==> config.mk <==
export PLATFORM = sky130hd
export DESIGN_NAME = rf_wb_queue
export DESIGN_NICKNAME = d
export VERILOG_FILES = /design/src/rtl/rf_wb_pkg.sv /design/src/rtl/rf_wb_fwd_lookup.sv /design/src/rtl/rf_wb_queue.sv
export SDC_FILE = /design/constraint.sdc
export NUM_CORES = 1
export LEC_CHECK = 0
export ABC_CLOCK_PERIOD_IN_PS = 13100
export BUFFER_PORTS_ARGS = -buffer_cell sky130_fd_sc_hd__buf_4
export CORE_UTILIZATION = 35
export CTS_CLUSTER_DIAMETER = 100
export DETAILED_ROUTE_END_ITERATION = 8
export HOLD_SLACK_MARGIN = 0.02
export PLACE_DENSITY = 0.62
export SLEW_MARGIN = 25
export SYNTH_ARGS = -nofsm -noshare
export SYNTH_HDL_FRONTEND = slang
export SYNTH_SLANG_ARGS = --single-unit
export TNS_END_PERCENT = 30
==> constraint.sdc <==
create_clock -name clk -period 13.1 [get_ports clk]
set_input_delay 0.655 -clock clk [delete_from_list [all_inputs] [get_ports clk]]
set_output_delay 0.655 -clock clk [all_outputs]
set_load 0.05 [all_outputs]
==> src/rtl/rf_wb_pkg.sv <==
// Shared constants and the queue entry record for the register-file write-back queue.
package rf_wb_pkg;

    localparam int REG_W  = 5;
    localparam int DATA_W = 64;
    localparam logic [REG_W-1:0] XZR = 5'd31;

    // The register field is named rd because "reg" is a reserved word.
    typedef struct packed {
        logic              valid;
        logic [REG_W-1:0]  rd;
        logic [DATA_W-1:0] data;
    } wbq_entry_t;

endpackage

==> src/rtl/rf_wb_fwd_lookup.sv <==
// Finds the youngest valid queue entry whose destination matches one read address.
module rf_wb_fwd_lookup
    import rf_wb_pkg::*;
#(
    parameter  int DEPTH = 4,
    localparam int PTR_W = $clog2(DEPTH)
) (
    input  wbq_entry_t        i_entries [DEPTH],
    input  logic [PTR_W-1:0]  i_tail,
    input  logic [REG_W-1:0]  i_addr,
    output logic              o_hit,
    output logic [DATA_W-1:0] o_data
);

    logic [PTR_W-1:0] w_idx;

    // Walk oldest to youngest so the youngest match is the last one assigned.
    always_comb begin
        o_hit  = 1'b0;
        o_data = '0;
        w_idx  = '0;
        for (int k = DEPTH; k >= 1; k--) begin
            w_idx = i_tail - PTR_W'(k);
            if (i_entries[w_idx].valid && i_entries[w_idx].rd == i_addr && i_addr != XZR) begin
                o_hit  = 1'b1;
                o_data = i_entries[w_idx].data;
            end
        end
    end

endmodule

==> src/rtl/rf_wb_queue.sv <==
// In-order write-back queue feeding the register-file write port, with read forwarding.
// Build with WBQ_COALESCE_EN defined to merge enqueues into an existing pending entry.
module rf_wb_queue
    import rf_wb_pkg::*;
#(
    parameter  int DEPTH = 4,
    localparam int PTR_W = $clog2(DEPTH),
    localparam int CNT_W = PTR_W + 1
) (
    input  logic              clk,
    input  logic              rst,
    input  logic              in_valid,
    output logic              in_ready,
    input  logic [REG_W-1:0]  in_reg,
    input  logic [DATA_W-1:0] in_data,
    input  logic              wb_hold,
    output logic              RegWrite,
    output logic [REG_W-1:0]  WriteRegister,
    output logic [DATA_W-1:0] WriteData,
    input  logic [REG_W-1:0]  ReadRegister1,
    input  logic [REG_W-1:0]  ReadRegister2,
    output logic              fwd_hit1,
    output logic [DATA_W-1:0] fwd_data1,
    output logic              fwd_hit2,
    output logic [DATA_W-1:0] fwd_data2,
    output logic [CNT_W-1:0]  count
);

    wbq_entry_t       r_entries [DEPTH];
    logic [PTR_W-1:0] r_head;
    logic [PTR_W-1:0] r_tail;
    logic [CNT_W-1:0] r_count;

    logic             w_pop;
    logic             w_full;
    logic             w_push;
    logic             w_alloc;
    logic             w_merge;
    logic             w_coal_hit;
    logic [PTR_W-1:0] w_coal_idx;

    assign w_pop  = (r_count != '0) && !wb_hold;
    assign w_full = (r_count == CNT_W'(DEPTH));

`ifdef WBQ_COALESCE_EN
    logic [PTR_W-1:0] w_scan_idx;

    // The head leaving this cycle is excluded so its write is never silently altered.
    always_comb begin
        w_coal_hit = 1'b0;
        w_coal_idx = '0;
        w_scan_idx = '0;
        for (int k = DEPTH; k >= 1; k--) begin
            w_scan_idx = r_tail - PTR_W'(k);
            if (r_entries[w_scan_idx].valid && r_entries[w_scan_idx].rd == in_reg &&
                !(w_pop && w_scan_idx == r_head)) begin
                w_coal_hit = 1'b1;
                w_coal_idx = w_scan_idx;
            end
        end
    end
`else
    assign w_coal_hit = 1'b0;
    assign w_coal_idx = '0;
`endif

    assign in_ready = !rst && (!w_full || w_coal_hit);
    assign w_push   = in_valid && in_ready;
    assign w_alloc  = w_push && (in_reg != XZR) && !w_coal_hit;
    assign w_merge  = w_push && w_coal_hit;

    always_ff @(posedge clk or posedge rst) begin
        if (rst) begin
            r_head  <= '0;
            r_tail  <= '0;
            r_count <= '0;
        end else begin
            r_head  <= r_head + PTR_W'(w_pop);
            r_tail  <= r_tail + PTR_W'(w_alloc);
            r_count <= r_count + CNT_W'(w_alloc) - CNT_W'(w_pop);
        end
    end

    // A full queue never allocates, so an allocating slot is never the popping head.
    always_ff @(posedge clk or posedge rst) begin
        if (rst) begin
            for (int i = 0; i < DEPTH; i++) begin
                r_entries[i] <= '0;
            end
        end else begin
            for (int i = 0; i < DEPTH; i++) begin
                if (w_alloc && r_tail == PTR_W'(i)) begin
                    r_entries[i] <= '{valid: 1'b1, rd: in_reg, data: in_data};
                end else if (w_merge && w_coal_idx == PTR_W'(i)) begin
                    r_entries[i].data <= in_data;
                end else if (w_pop && r_head == PTR_W'(i)) begin
                    r_entries[i].valid <= 1'b0;
                end
            end
        end
    end

    assign RegWrite      = w_pop;
    assign WriteRegister = (r_count != '0) ? r_entries[r_head].rd   : '0;
    assign WriteData     = (r_count != '0) ? r_entries[r_head].data : '0;
    assign count         = r_count;

    rf_wb_fwd_lookup #(.DEPTH(DEPTH)) u_fwd1 (
        .i_entries (r_entries),
        .i_tail    (r_tail),
        .i_addr    (ReadRegister1),
        .o_hit     (fwd_hit1),
        .o_data    (fwd_data1)
    );

    rf_wb_fwd_lookup #(.DEPTH(DEPTH)) u_fwd2 (
        .i_entries (r_entries),
        .i_tail    (r_tail),
        .i_addr    (ReadRegister2),
        .o_hit     (fwd_hit2),
        .o_data    (fwd_data2)
    );

endmodule

Word-level counts from Yosys, hierarchy flattened
Index checks and enable logic that the tools add are counted.
{"block": "classes", "n_addsub": 7, "reduce_logical": 38, "n_mux": 41, "bitwise_logic": 5, "n_lt_le_gt_ge": 5, "eq_ne": 18}
{"operator": "70-bit binary-select mux with 2-bit select", "n": 5}
{"operator": "64-bit two-way mux", "n": 9}
{"operator": "70-bit two-way mux", "n": 8}
{"operator": "69-bit two-way mux", "n": 2}
{"operator": "5-bit equality test", "n": 8}
{"operator": "1-bit logical AND", "n": 28}
{"operator": "1-bit two-way mux", "n": 16}
{"operator": "3-bit greater-or-equal comparator, second input constant", "n": 5}
{"operator": "5-bit inequality test, second input constant", "n": 3}
{"operator": "2-bit inverter with 3-bit output", "n": 5}
{"operator": "2-bit equality test, second input constant", "n": 4}
{"operator": "2-bit nonzero test", "n": 4}
{"operator": "5-bit two-way mux", "n": 1}
{"operator": "2-bit by 1-bit adder with 2-bit output", "n": 2}
{"operator": "2-bit by 1-bit equality test with 1-bit output, second input constant", "n": 2}
{"operator": "2-bit logical NOT", "n": 2}
{"operator": "2-bit subtractor, second input constant", "n": 2}
{"operator": "3-bit by 1-bit adder with 3-bit output", "n": 1}
{"operator": "3-bit equality test, second input constant", "n": 1}
{"operator": "1-bit logical NOT", "n": 3}
{"operator": "3-bit nonzero test", "n": 1}
{"operator": "3-bit by 1-bit subtractor with 3-bit output", "n": 1}
{"operator": "2-bit by 1-bit subtractor with 2-bit output, second input constant", "n": 1}
{"block": "word_totals", "wordCells": 129, "register_bits": 287, "output_inout_bits": 204, "inputBits": 83}

Depth between registers and ports, before layout
{"block": "logic_depth", "depth_word": 11, "depth_mapped": 17, "depth_no_buf": 11}

Hierarchy
Synthesis repeated with hierarchy kept, for this count alone.
{"block": "unflattened", "hier_cells": 2938, "hier_area_um2": 29109.2}
{"mod": "rf_wb_fwd_lookup", "cells_per_inst": 1072, "area_per_inst_um2": 8100.3, "n_inst": 2, "seq_area_each_um2": 0.0}
{"mod": "rf_wb_queue", "cells_per_inst": 794, "area_per_inst_um2": 12908.6, "n_inst": 1, "seq_area_each_um2": 7181.9}

Least setup slack after synthesis
No wires, ideal clock.
{"block": "synth_path", "path_kind": "reg2out", "from": "register r_tail[1]", "to": "output port fwd_data2[10]", "stages_incl_launch_ff": 17, "required_ns": 12.445, "arrival_ns": 4.544, "path_slack_ns": 7.901, "path_buffers": 8, "cell_sequence": "dfrtp_1 buf_2 buf_4 buf_2 buf_1 inv_1 ha_1 buf_2 buf_2 mux4_2 xnor2_1 nand4_1 or2_1 clkbuf_1 buf_4 a31oi_1 a211oi_1"}
{"block": "synth_via", "elab_chain_cells": 11, "word_cells_on_any_way": 35, "cone_classes": "3 x add/sub; 4 x eq/ne; 16 x mux; 4 x bitwise; 8 x reduce/logical"}
{"item": "start: declaration", "line": "rf_wb_queue.sv:31", "text": "logic [PTR_W-1:0] r_tail;"}
{"item": "start signal: assignment", "line": "rf_wb_queue.sv:79", "text": "r_tail <= r_tail + PTR_W'(w_alloc);"}
{"item": "2-bit subtractor / 2-bit inverter with 3-bit output (equally long branches)", "line": "rf_wb_fwd_lookup.sv:23, rf_wb_fwd_lookup.sv:24, rf_wb_fwd_lookup.sv:26"}
{"item": "2-bit inverter with 3-bit output (not written as such) / 70-bit binary-select mux with 2-bit select (equally long branches)", "line": "rf_wb_fwd_lookup.sv:24, rf_wb_fwd_lookup.sv:26"}
{"item": "70-bit binary-select mux with 2-bit select / 70-bit two-way mux (equally long branches)", "line": "rf_wb_fwd_lookup.sv:24, rf_wb_fwd_lookup.sv:26"}
{"item": "70-bit two-way mux (not written as such)", "line": "rf_wb_fwd_lookup.sv:24", "text": "if (i_entries[w_idx].valid && i_entries[w_idx].rd == i_addr && i_addr != XZR) begin"}
{"item": "70-bit two-way mux (not written as such) / 5-bit equality test (equally long branches)", "line": "rf_wb_fwd_lookup.sv:24"}
{"item": "5-bit equality test / 1-bit logical AND (equally long branches)", "line": "rf_wb_fwd_lookup.sv:24"}
{"item": "1-bit logical AND", "line": "rf_wb_fwd_lookup.sv:24"}
{"item": "1-bit logical AND / 64-bit two-way mux (equally long branches)", "line": "rf_wb_fwd_lookup.sv:24"}
{"item": "64-bit two-way mux (2 in a row)", "line": "rf_wb_fwd_lookup.sv:24"}
{"item": "64-bit two-way mux *", "line": "rf_wb_fwd_lookup.sv:24"}
{"item": "end: declaration", "line": "rf_wb_queue.sv:25", "text": "output logic [DATA_W-1:0] fwd_data2,"}
Mark *: on every way between the ends. The rest lies on a longest branch, timed or not. The select of a mux whose other input is x is not followed.

Worst setup path in the final report
{"block": "layout_path", "from": "register r_tail[1]", "to": "output port fwd_data1[39]"}
{"block": "layout_via", "elab_chain_cells": 11, "word_cells_on_any_way": 35, "cone_classes": "3 x add/sub; 4 x eq/ne; 16 x mux; 4 x bitwise; 8 x reduce/logical"}
{"item": "2-bit subtractor / 2-bit inverter with 3-bit output (equally long branches)", "line": "rf_wb_fwd_lookup.sv:23, rf_wb_fwd_lookup.sv:24, rf_wb_fwd_lookup.sv:26"}
{"item": "2-bit inverter with 3-bit output (not written as such) / 70-bit binary-select mux with 2-bit select (equally long branches)", "line": "rf_wb_fwd_lookup.sv:24, rf_wb_fwd_lookup.sv:26"}
{"item": "70-bit binary-select mux with 2-bit select / 70-bit two-way mux (equally long branches)", "line": "rf_wb_fwd_lookup.sv:24, rf_wb_fwd_lookup.sv:26"}
{"item": "70-bit two-way mux (not written as such)", "line": "rf_wb_fwd_lookup.sv:24"}
{"item": "70-bit two-way mux (not written as such) / 5-bit equality test (equally long branches)", "line": "rf_wb_fwd_lookup.sv:24"}
{"item": "5-bit equality test / 1-bit logical AND (equally long branches)", "line": "rf_wb_fwd_lookup.sv:24"}
{"item": "1-bit logical AND", "line": "rf_wb_fwd_lookup.sv:24"}
{"item": "1-bit logical AND / 64-bit two-way mux (equally long branches)", "line": "rf_wb_fwd_lookup.sv:24"}
{"item": "64-bit two-way mux (2 in a row)", "line": "rf_wb_fwd_lookup.sv:24"}
{"item": "64-bit two-way mux *", "line": "rf_wb_fwd_lookup.sv:24"}
{"item": "end: declaration", "line": "rf_wb_queue.sv:23", "text": "output logic [DATA_W-1:0] fwd_data1,"}
Marked as above.

==> out/metrics.cfg <==
[route]
vias = 21300
drc_errors = 0
drtIter0Drc = 2662
viasPerCell = 6.68
first_pass_iters = 9
drtAntennaViolNets = 0
wl_per_cell_um = 28.0
drt_wl_total_um = 89400

[clock_tree]
clockRootBuffer = clkbuf_16
cts_max_level = 2
cts_resized = 0
cts_setup_buffers = 0
clk_path_buf_depth = 3
cts_buffers = 36
clk_pin_slew_ps = 60
clk-insertion-delay-late_ps = 550
cts_hold_buf = 0
cts_sinks = 287
cts_tree = built

[die]
die_h_um = 268
start_util_pct = 35.3
top_level_ports = 287
die_area_um2 = 71600
core_um2 = 69900
rows = 97
die_w_um = 268

[sta]
fmax_mhz = 146
final-max-slew-violation-count = 0
worst_pin_slew_ps = 1120
rsz0062_at_grt = no
final-setup-viol-count = 0
holdWs_ps = 304
max_slew_margin_pct = 25.3
min_period_ps = 6840
tns_ps = 0
clock_skew_ps = 19.6
timing.final.crit_share_pct = 52.2
hold_viol_final = 0

[logic_synthesis]
seq_area_frac_synth_pct = 29.1
yosysTopAreaCellShare_pct = 29.1
yosys_register_bits = 287
ys_types = 48
synth_cells = 2118
synth-main-ff-cell = dfrtp_1
avgSynthCellArea_um2 = 11.7
synth_area_leaders = dfrtp_1 29%, mux4_2 28%, mux2_2 14%
synth_top_area_cell = dfrtp_1
synth_edf_count = 0
syn_nets = 2210
ys_warn_count = 0
async_flop_share_pct = 100
syn_area_um2 = 24700

[cells_and_area]
multiInputGateArea_um2 = 16500
post-route-util_pct = 40.8
final_area_um2 = 28500
final_common_cell = buf_4
regArea_um2 = 7200
syn2layout_area_growth_pct = 15.4
final_cell_mix = 312 x buf_4, 311 x mux4_2, 308 x mux2_2
layout-drive-gt1-share_pct = 45.5
nFillCells = 6603
layout.nets = 2321

[run_status]
outcome = finished clean

[worst_setup_path]
r2r-start = r_tail[0]$_DFF_PP0_
r2r_setup_slack_ps = 9660
crit_top_cell = buf_4
arrival_ps = 6180
critPathCaptureType = output port
path_max_fanout = 73
crit-reg2reg-capture = r_entries[70]$_DFFE_PP0P_
path_cells = inv_1 > ha_4 > buf_6 > mux4_1 > xnor2_1 > nand4_1 > nor3_4 > buf_4 > nand2_1 > o21ai_1 > buf_4
rr_worst_depth = 6
critPathRequiredTime_ps = 12440
max_stage_delay_ps = 880
cp-start-kind = flop
slowest_stage = dfrtp_4
path_class = flop to output port

[flow_run]
cap_viol_max_count = 0

[place]
placed_cell_area_um2 = 27300
io_buffers = 286
dp_hpwl_um = 52800
gp_congestion = 0.874

[global_routing]
grt_pass1_wl_um = 134000
grt_util_all_layers_pct = 24.5
gr-total-overflow = 0
grt_max_degree = 133
antenna_found_initial = 2
first_global_vias = 21900

[hold_path]
hold_class = input port to asynchronous set/reset pin

-- worst max path at each step --
stage / cells after the start / start / slack [ps] / end
after floorplan: 1 / rst / 4520 / count[0]$_DFF_PP0_
after global routing: 11 / r_tail[1]$_DFF_PP0_ / 5990 / fwd_data1[53]
after CTS: 11 / r_tail[0]$_DFF_PP0_ / 5800 / fwd_data1[39]
after detailed placement: 11 / r_tail[0]$_DFF_PP0_ / 6440 / fwd_data1[39]
after global placement: 12 / r_tail[0]$_DFF_PP0_ / 6510 / fwd_data2[4]
final: 11 / r_tail[1]$_DFF_PP0_ / 6260 / fwd_data1[39]
-- layer usage --
metal	share of wire, %	track usage [%]
met4	4.0	9.95
met2	48	39.8
met1	38	31.4
met5	0.015	0
met3	10	5.58
-- critical path: cells and delay by family, from the launching register on --
| kind | cells | cell delay (ps) |
|---|---|---|
| adders and majority gates | 1 | 720 |
| muxes | 1 | 460 |
| xor gates and xnor gates | 1 | 200 |
| and+or+nand+nor | 3 | 1020 |
| DFF | 1 | 880 |
| AOI/OAI and AO/OA | 1 | 210 |
| buffers and inverters | 4 | 1950 |
-- through the flow --
stage	std cells	setup WS (ps)
after floorplan	2118	4520
after global placement	3130	6510
after detailed placement	3130	6440
after CTS	3192	5800
after global routing	3194	5990
final	3196	6260
-- synthesized netlist by cell type, types with 31 or more instances --
cell	n
mux4_2	311
mux2_2	308
dfrtp_1	287
nor3_1	129
clkbuf_1	124
nand2_1	107
nor2_1	103
o21ai_0	102
nor2b_1	69
a311oi_1	64
a31oi_1	63
a211oi_1	61
o21ai_1	59
buf_1	49
buf_2	41
nand4_1	37
mux2i_1	34
xnor2_1	33
nor3b_1	31
-- final cells by class --
class                      count  share of cell area (%)
multi-input combinational   1578                    57.7
sequential                   287                    25.2
timing repair buffer         318                    8.54
tap                          940                    4.12
clock buffer                  49                    3.58
clock inverter                13                   0.619
inverter                       8                   0.132
antenna                        3                  0.0263
-- sequential cells by signal (all words and copies together) (netlist names) --
name,cells
r_entries,280
count,3
r_head,2
r_tail,2
-- logic make-up after synthesis --
kind of cell / count (synthesis) / share of synthesized area (%)
adders and majority gates: 9 / 0.486
DFF: 287 / 29.1
xor gates and xnor gates: 44 / 1.65
buffers and inverters: 253 / 4.79
AOI/OAI and AO/OA: 357 / 9.28
and+or+nand+nor: 509 / 10.3
muxes: 659 / 44.4
Power is not shown: default switching activity piles up to over one toggle a cycle in this logic, so the estimate is an artifact.
